### src/rtl/keypad_scanner.sv
// Row-scanning front end for the active-low 4x4 mole keypad: synchronises the columns,
// classifies each scan frame and debounces it into a single hit pulse per confirmed press.
module keypad_scanner #(
    parameter int SETTLE_CYCLES   = 4,
    parameter int DEBOUNCE_FRAMES = 3
) (
    input  logic       clk,
    input  logic       rst,
    output logic [3:0] row_n,
    input  logic [3:0] col_n,
    output logic       hit,
    output logic [3:0] hit_index,
    output logic       key_held
);

    localparam int SW = $clog2(SETTLE_CYCLES);
    localparam int CW = $clog2(DEBOUNCE_FRAMES + 1);
    localparam logic [SW-1:0] SETTLE_LAST = SW'(SETTLE_CYCLES - 1);
    localparam logic [CW-1:0] CNT_LAST    = CW'(DEBOUNCE_FRAMES - 1);

    typedef enum logic [1:0] {
        ST_RELEASED = 2'd0,
        ST_CONFIRM  = 2'd1,
        ST_HELD     = 2'd2
    } state_t;

    function automatic logic [4:0] count_active(input logic [15:0] act);
        logic [4:0] n;
        n = 5'd0;
        for (int i = 0; i < 16; i++) begin
            n = n + {4'd0, act[i]};
        end
        return n;
    endfunction

    function automatic logic [3:0] active_index(input logic [15:0] act);
        logic [3:0] idx;
        idx = 4'd0;
        for (int i = 0; i < 16; i++) begin
            idx = act[i] ? 4'(i) : idx;
        end
        return idx;
    endfunction

    logic [3:0]    col_meta_r;
    logic [3:0]    col_sync_r;
    logic [SW-1:0] settle_r;
    logic [1:0]    row_r;
    logic [3:0]    row_n_r;
    logic [11:0]   frame_r;
    state_t        state_r;
    logic [3:0]    cand_r;
    logic [CW-1:0] cnt_r;
    logic [CW-1:0] rcnt_r;
    logic          hit_r;
    logic [3:0]    hit_index_r;
    logic          key_held_r;

    logic          capture_s;
    logic          frame_end_s;
    logic [15:0]   active_s;
    logic [4:0]    nlow_s;
    logic [3:0]    key_s;
    logic          is_single_s;
    logic          is_none_s;

    // Row 3 is classified straight from the synchroniser on its capture cycle.
    assign capture_s   = (settle_r == SETTLE_LAST);
    assign frame_end_s = capture_s && (row_r == 2'd3);
    assign active_s    = ~{col_sync_r, frame_r};
    assign nlow_s      = count_active(active_s);
    assign key_s       = active_index(active_s);
    assign is_single_s = (nlow_s == 5'd1);
    assign is_none_s   = (nlow_s == 5'd0);

    assign row_n     = row_n_r;
    assign hit       = hit_r;
    assign hit_index = hit_index_r;
    assign key_held  = key_held_r;

    // Column synchroniser, settle/row counters and per-row frame capture.
    always_ff @(posedge clk) begin
        if (rst) begin
            col_meta_r <= 4'b1111;
            col_sync_r <= 4'b1111;
            settle_r   <= '0;
            row_r      <= 2'd0;
            row_n_r    <= 4'b1110;
            frame_r    <= 12'hFFF;
        end else begin
            col_meta_r <= col_n;
            col_sync_r <= col_meta_r;
            if (capture_s) begin
                settle_r <= '0;
                row_r    <= row_r + 2'd1;
                row_n_r  <= {row_n_r[2:0], row_n_r[3]};
                case (row_r)
                    2'd0:    frame_r[3:0]  <= col_sync_r;
                    2'd1:    frame_r[7:4]  <= col_sync_r;
                    2'd2:    frame_r[11:8] <= col_sync_r;
                    default: frame_r       <= frame_r;
                endcase
            end else begin
                settle_r <= settle_r + SW'(1);
            end
        end
    end

    // Per-frame debounce FSM with registered hit, index and held outputs.
    always_ff @(posedge clk) begin
        if (rst) begin
            state_r     <= ST_RELEASED;
            cand_r      <= 4'd0;
            cnt_r       <= '0;
            rcnt_r      <= '0;
            hit_r       <= 1'b0;
            hit_index_r <= 4'd0;
            key_held_r  <= 1'b0;
        end else begin
            hit_r <= 1'b0;
            if (frame_end_s) begin
                case (state_r)
                    ST_RELEASED: begin
                        if (is_single_s) begin
                            cand_r  <= key_s;
                            cnt_r   <= CW'(1);
                            state_r <= ST_CONFIRM;
                        end
                    end
                    ST_CONFIRM: begin
                        if (is_single_s && (key_s == cand_r)) begin
                            if (cnt_r == CNT_LAST) begin
                                state_r     <= ST_HELD;
                                hit_r       <= 1'b1;
                                hit_index_r <= cand_r;
                                key_held_r  <= 1'b1;
                                cnt_r       <= '0;
                                rcnt_r      <= '0;
                            end else begin
                                cnt_r <= cnt_r + CW'(1);
                            end
                        end else if (is_single_s) begin
                            cand_r <= key_s;
                            cnt_r  <= CW'(1);
                        end else begin
                            state_r <= ST_RELEASED;
                            cnt_r   <= '0;
                        end
                    end
                    ST_HELD: begin
                        if (is_none_s) begin
                            if (rcnt_r == CNT_LAST) begin
                                state_r    <= ST_RELEASED;
                                key_held_r <= 1'b0;
                                rcnt_r     <= '0;
                            end else begin
                                rcnt_r <= rcnt_r + CW'(1);
                            end
                        end else begin
                            rcnt_r <= '0;
                        end
                    end
                    default: begin
                        state_r    <= ST_RELEASED;
                        cnt_r      <= '0;
                        rcnt_r     <= '0;
                        key_held_r <= 1'b0;
                    end
                endcase
            end
        end
    end

endmodule
### config.mk
export PLATFORM = sky130hd
export DESIGN_NAME = keypad_scanner
export DESIGN_NICKNAME = d
export VERILOG_FILES = /design/src/rtl/keypad_scanner.sv
export SDC_FILE = /design/constraint.sdc
export NUM_CORES = 1
export LEC_CHECK = 0
export CORE_AREA = 2 2 81 83
export DETAILED_ROUTE_END_ITERATION = 8
export DIE_AREA = 0 0 83 85
export GPL_ROUTABILITY_DRIVEN = 0
export SYNTH_ARGS = -nofsm -noshare
export SYNTH_HDL_FRONTEND = slang
export SYNTH_SLANG_ARGS = --single-unit
### constraint.sdc
create_clock -name clk -period 5.7 [get_ports clk]
set_clock_uncertainty 0.05 [all_clocks]
set_input_delay 1.14 -clock clk [delete_from_list [all_inputs] [get_ports clk]]
set_output_delay 1.14 -clock clk [all_outputs]
set_load 0.1 [all_outputs]
==> metrics, run 1 <==
status=completed; GRT Util Overall=approximately 15%; RSZ-0062 raised after global routing=no; async set-reset flop share out of synthesis=0%; # clock sinks=44; CTS resizes=0; Initial Utilization=38.27%; Ports=16; Cells after Synth=about 270; Post-Syn Area per Cell=8.928 um2; vias per cell=5.148; Die ar.=between 7000 and 8000 um2; Lkg Pwr=around 0.0012 uW; final setup TNS=0 ns; CP max stage delay=just over 0.5 ns; CP endpoint kind=flip-flop; initial drt markers=between 100 and 150; global-route wire length before repair=8.480 mm; # DRC=0; final worst path period need=about 5.2 ns; Layout area overhead=14.07%; Worst Path Class, Setup=flip-flop to flip-flop; core area=6205 um2; Worst setup SP type=flip-flop; Hold Slack=0.3685 ns; Worst Max-Slew Pin Slew=0.9759 ns; share of the synthesized area in the top cell type=37.09%; sequential area share after synthesis=37.09%; CTS max path bufs=2; Root Buffer=clkbuf_8; worst r2r dst=cand_r[0]; crit path cell chain=inv_1 > fa_1 > fa_1 > inv_1 > fa_1 > inv_1 > fa_1 > ha_1 > fa_1 > or3_1 > or3_1 > nor3_1 > a21boi_2 > mux2i_1; Synth cell types=51; final wirelength=between 4 and 5 mm; die height=85 um; port buffer count=15; setup bufs post-CTS=0; dominant synthesized flop cell=dfxtp_1; pwr/cell area=246.1 nW/um2; end point of the critical path=cand_r[0]; total power draw=666.6 uW; pin count of the biggest net entering global routing=31; total CTS buffers=5; Initial DRT Pass Iterations=4; MaxCap Viol Count=0; diode count=0; crit path from=col_sync_r[1]; CP Data Arrival Time=5.41 ns; worst min-delay path category=flip-flop to flip-flop; Synth Area in Simple Gates=21.44%; Area contributors post-synth=dfxtp_1, fa_1, nand2_1; Detail Route Antenna Nets=0; final count of hold timing violations=0; XOR/XNOR Fraction of Synth Area=0.7376%; synth warn=0; mux cell area share after synthesis=under 10%; Compound-Gate Fraction of Synth Area=15.96%; synth cell count leaders=dfxtp_1, nand2_1, inv_1; Post-DP HPWL=3.676 mm; Worst R2R Path Depth=14; Most Frequent Cell on Critical Path=fa_1; Post-synth EDFFs=0; Die Width=~83 um; Reg2Reg Launch Point=col_sync_r[1]; cell taking the most area after synthesis=dfxtp_1; CTS tree=built; fin. max-slew vios=0; VDD IR max=110.7 uV; Final setup viols=0; CP Max Fanout=8; #FFs+latches synth=44; initial antenna violation count=0; relative slew slack=34.74%; synthesized area=2375 um2; GRT overflow=0; reg-to-reg slack, setup=0.46 ns; number of global-route vias before repair=1808; routed len/inst=13.33 um; Syn Nets=between 200 and 300; CP required=5.88 ns; share of layout cells above drive strength 1=around 8.5%; fin crit share=91.85%; clock transition at the registers of the reported paths=roughly 0.090 ns; main combinational cell family by area after synthesis=simple AND/OR/NAND/NOR gates; clock latency on the worst-skew pair=0.30 ns; Worst path slowest cell=fa_1; H-tree levels=2; DR vias=between 1500 and 2000; fmax=between 150 and 200 MHz; row cnt=29; fill count=about 600; # hold bufs at CTS=0; Nets=307; Synth Area in Adders=about 14%
==> placed cells by master (no fill, tap or decap), types with 5 or more instances in the layout <==
| cell type | instances |
|---|---|
| dfxtp_1 | 44 |
| mux2i_1 | 13 |
| o211ai_1 | 13 |
| fa_1 | 10 |
| nand2_1 | 44 |
| or2_2 | 9 |
| o21ai_0 | 5 |
| nor2_1 | 9 |
| ha_1 | 10 |
| nor3_1 | 9 |
| a21oi_1 | 7 |
| clkdlybuf4s50_1 | 15 |
| inv_1 | 27 |
| clkbuf_8 | 5 |
==> power breakdown <==
| group | internal [uW] | switching, uW | total [uW] |
|---|---|---|---|
| clock network | 132 | 113 | 245 |
| logic | 39.0 | 60.7 | 99.7 |
| registers | 316 | 6.70 | 322 |
==> layout make-up <==
type                       count  area [um2]  area share, %
inverter                      28       105.1          3.880
tap                           77       96.34          3.557
sequential                    44       880.8          32.52
clock inverter                 3       46.29          1.709
timing repair buffer          15       150.1          5.543
clock buffer                   5       68.82          2.540
multi-input combinational    187        1361          50.25
==> registers in the layout, summed over array words and instances (netlist names) <==
name        count
frame_r        12
settle_r        2
state_r         2
hit_index       4
cand_r          4
key_held        1
row_r           2
col_meta_r      4
hit             1
row_n           4
rcnt_r          2
col_sync_r      4
cnt_r           2
==> stage by stage <==
| step | utilization (%) | instances | worst slack (ns) | area, um2 |
|---|---|---|---|---|
| after floorplan | - | 266 | 0.9263 | 2375 |
| after global placement | 41.80 | 351 | 0.6432 | 2594 |
| after detailed placement | 41.80 | 351 | 0.5601 | 2594 |
| after CTS | 43.66 | 359 | 0.5055 | 2709 |
| after global routing | 43.66 | 359 | 0.1966 | 2709 |
| final | 43.66 | 359 | 0.4647 | 2709 |
==> worst max-delay path, delay by kind of cell, from the launching register on <==
kind,cells,cell delay (ns)
AO/OA/AOI/OAI,1,0.40
flip-flops,1,0.48
multiplexers,1,0.22
AND/OR/NAND/NOR,3,1.20
buffers and inverters,3,0.24
adder cells (fa/ha/maj),6,2.56
==> worst min-delay path by stage <==
stage | start | end | slack (ns) | cells after the start
3_5_place_dp | col_meta_r[0] | col_sync_r[0] | 0.35 | 1
2_1_floorplan | col_meta_r[0] | col_sync_r[0] | 0.34 | 1
6_report | col_meta_r[0] | col_sync_r[0] | 0.37 | 1
5_1_grt | col_meta_r[0] | col_sync_r[0] | 0.38 | 1
4_1_cts | col_meta_r[0] | col_sync_r[0] | 0.37 | 1
3_3_place_gp | col_meta_r[0] | col_sync_r[0] | 0.34 | 1
==> per-layer routing <==
layer | wire, um | vias up | track usage, %
met5 | 0 | - | 0
met2 | 2259 | 24 | 22.87
met3 | 93 | 5 | 2.821
met1 | 2368 | 868 | 20.24
met4 | 63 | 0 | 5.216
li1 | - | 951 | -
==> logic make-up (layout without fill, tap and decap cells) <==
| logic type | after synthesis | count (layout) |
|---|---|---|
| AOI/OAI and AO/OA | 50 | 50 |
| xor gates and xnor gates | 2 | 2 |
| adders and majority gates | 20 | 20 |
| buffers and inverters | 35 | 51 |
| DFF | 44 | 44 |
| muxes | 13 | 13 |
| and+or+nand+nor | 102 | 102 |
Power figures use the tool's default switching activity.
==> run 2, diff against run 1 <==
CELL_PAD_IN_SITES_DETAIL_PLACEMENT = 1   (was default)
CELL_PAD_IN_SITES_GLOBAL_PLACEMENT = 1   (was default)
CORE_AREA = 2 2 76 78   (was 2 2 81 83)
DIE_AREA = 0 0 78 80   (was 0 0 83 85)
PLACE_DENSITY_LB_ADDON = 0.1   (was default)
==> run 2 against run 1 <==
  * Non-clock buffer count did not move
  * Wire length up 15%
  * Sequential cell count stayed put
  * Combinational power hardly changed
  * Clock power increased by 4%
  * Critical path type unchanged
  * Cell area unchanged
  * Sequential power barely moved
==> metrics, run 2 (synthesized netlist as in run 1, its figures left out) <==
initial drt markers=74 (-36%); Most Frequent Cell on Critical Path=fa_1; CTS resizes=0 (unchanged); CP Data Arrival Time=5.46 ns (+0.05 ns); total CTS buffers=5 (unchanged); Layout area overhead=14.07% (unchanged); Post-DP HPWL=4.209 mm (+14%); Worst Max-Slew Pin Slew=0.9802 ns (+0.004325 ns); # hold bufs at CTS=0 (unchanged); fill count=657 (+8.8%); Worst path slowest cell=fa_1; core area=5405 um2 (-13%); Worst R2R Path Depth=14 (unchanged); worst path bufs/invs=3 (unchanged); global-route wire length before repair=9.687 mm (+14%); Reg2Reg Launch Point=col_sync_r[3]; Root Buffer=clkbuf_8; fmax=189.5 MHz (-0.77%); fin crit share=92.56% (+0.71 points); row cnt=27 (-6.9%); pwr/cell area=250.8 nW/um2 (+1.9%); pin count of the biggest net entering global routing=31 (unchanged); most frequent cells in the layout=nand2_1, dfxtp_1, inv_1; CP Max Fanout=8 (unchanged); placed cells=346 (-1.4%); routed len/inst=15.55 um (+17%); Worst Path Class, Setup=flip-flop to flip-flop; CTS max path bufs=2 (unchanged); VDD IR max=108.5 uV (-1.9%); final worst path period need=5.276 ns (+0.04061 ns); MaxCap Viol Count=0 (unchanged); GRT Util Overall=19.87% (+5.2 points); Initial Utilization=43.94% (+5.7 points); DR vias=1925 (+4.2%); port buffer count=15 (unchanged); Final Util=50.12% (+6.5 points); crit path from=col_sync_r[3]; CP required=5.89 ns (about the same); Initial DRT Pass Iterations=4 (unchanged); # clock sinks=44 (unchanged); worst min-delay path category=flip-flop to flip-flop; CTS tree=built; final setup TNS=0 ns (unchanged); CP max stage delay=0.51 ns (about the same); hold-critical path depth=1 (unchanged); Worst setup SP type=flip-flop; relative slew slack=34.45% (-0.29 points); max FFs per register=12 (unchanged); Detail Route Antenna Nets=0 (unchanged); H-tree levels=2 (unchanged); Die ar.=6240 um2 (-12%); diode count=0 (unchanged); crit-path leading delay family=adder cells; final wirelength=5.503 mm (+15%); Ports=16 (unchanged); Final setup viols=0 (unchanged); setup bufs post-CTS=0 (unchanged); Nets=307 (unchanged); Hold Crit Start=col_meta_r[2]; Final Non-Filler Cells=354 (-1.4%); # DRC=0 (unchanged); RSZ-0062 raised after global routing=no; final count of hold timing violations=0 (unchanged); GRT overflow=0 (unchanged); Top reg by flops=frame_r; initial antenna violation count=0 (unchanged); CP endpoint kind=flip-flop; Hold Slack=0.3643 ns (-0.004156 ns); die height=80 um (-5.9%); fin. max-slew vios=0 (unchanged); clock transition at the registers of the reported paths=0.09 ns (about the same); number of global-route vias before repair=2040 (+13%); critical path depth in cells=14 (unchanged); status=completed; Lkg Pwr=0.001247 uW (+0.53%); clock latency on the worst-skew pair=0.30 ns (about the same); crit path cell chain=clkinv_1 > fa_1 > fa_1 > inv_1 > fa_1 > inv_1 > fa_1 > ha_1 > fa_1 > or3_1 > or3_1 > nor3_1 > a21boi_2 > mux2i_1; vias per cell=5.438 (+5.6%); Die Width=78 um (-6.0%); share of layout cells above drive strength 1=8.511% (unchanged); total power draw=679.2 uW (+1.9%)
-- run 2: cell types whose count changed in the layout (fill, tap and decap cells not counted), sizes merged --
cell	change
inv	-1
clkbuf	+1
clkinv	+1
clkinvlp	-1
-- run 2: power breakdown --
part / switching, uW / leakage, uW / internal, uW
sequential: 6.83 / 0.000358 / 316
combinational: 62.7 / 0.000828 / 39.3
clock: 111 / 0.0000614 / 143
total: 181 / 0.00125 / 498
-- run 2: final cells by class --
cell class / count / area (um2) / area share, %
clock buffer: 6 / 82.58 / 3.048
clock inverter: 2 / 38.79 / 1.432
inverter: 28 / 105.1 / 3.880
multi-input combinational: 187 / 1361 / 50.25
sequential: 44 / 880.8 / 32.52
tap: 72 / 90.09 / 3.326
timing repair buffer: 15 / 150.1 / 5.543
-- run 2: metal layers --
layer	track usage [%]	vias up	share of wire (%)
met4	6.316	0	1.5
met2	33.02	24	49
met1	26.07	941	48
met5	0	-	0
met3	3.959	8	2.4
li1	-	952	-
-- run 2: metrics by stage --
stage	cell area, um2	worst slack [ns]
2_1_floorplan	2375	0.9263
3_3_place_gp	2587	0.6138
3_5_place_dp	2587	0.4474
4_1_cts	2709	0.4202
5_1_grt	2709	0.1782
6_report	2709	0.4241
-- run 2: path summary, 6_finish.rpt --
check / to / slack (ns)
hold / removal: col_sync_r[2] / 0.36
hold reg to reg: col_sync_r[2] / 0.36
setup / recovery: cand_r[0] / 0.42
setup reg to reg: cand_r[0] / 0.42
-- run 2: worst register-to-register path: stages, from the launching register on --
cell      delay [ns]
dfxtp_1         0.40
clkinv_1        0.26
fa_1            0.51
fa_1            0.50
inv_1           0.05
fa_1            0.48
inv_1           0.05
fa_1            0.45
ha_1            0.22
fa_1            0.43
or3_1           0.43
or3_1           0.40
nor3_1          0.36
a21boi_2        0.40
mux2i_1         0.21
==> run 3, diff against run 2 <==
SKIP_CTS_REPAIR_TIMING = 1   (was default)
==> results of run 3 <==
The final DEF is identical to that of run 2; final timing and power are the same.
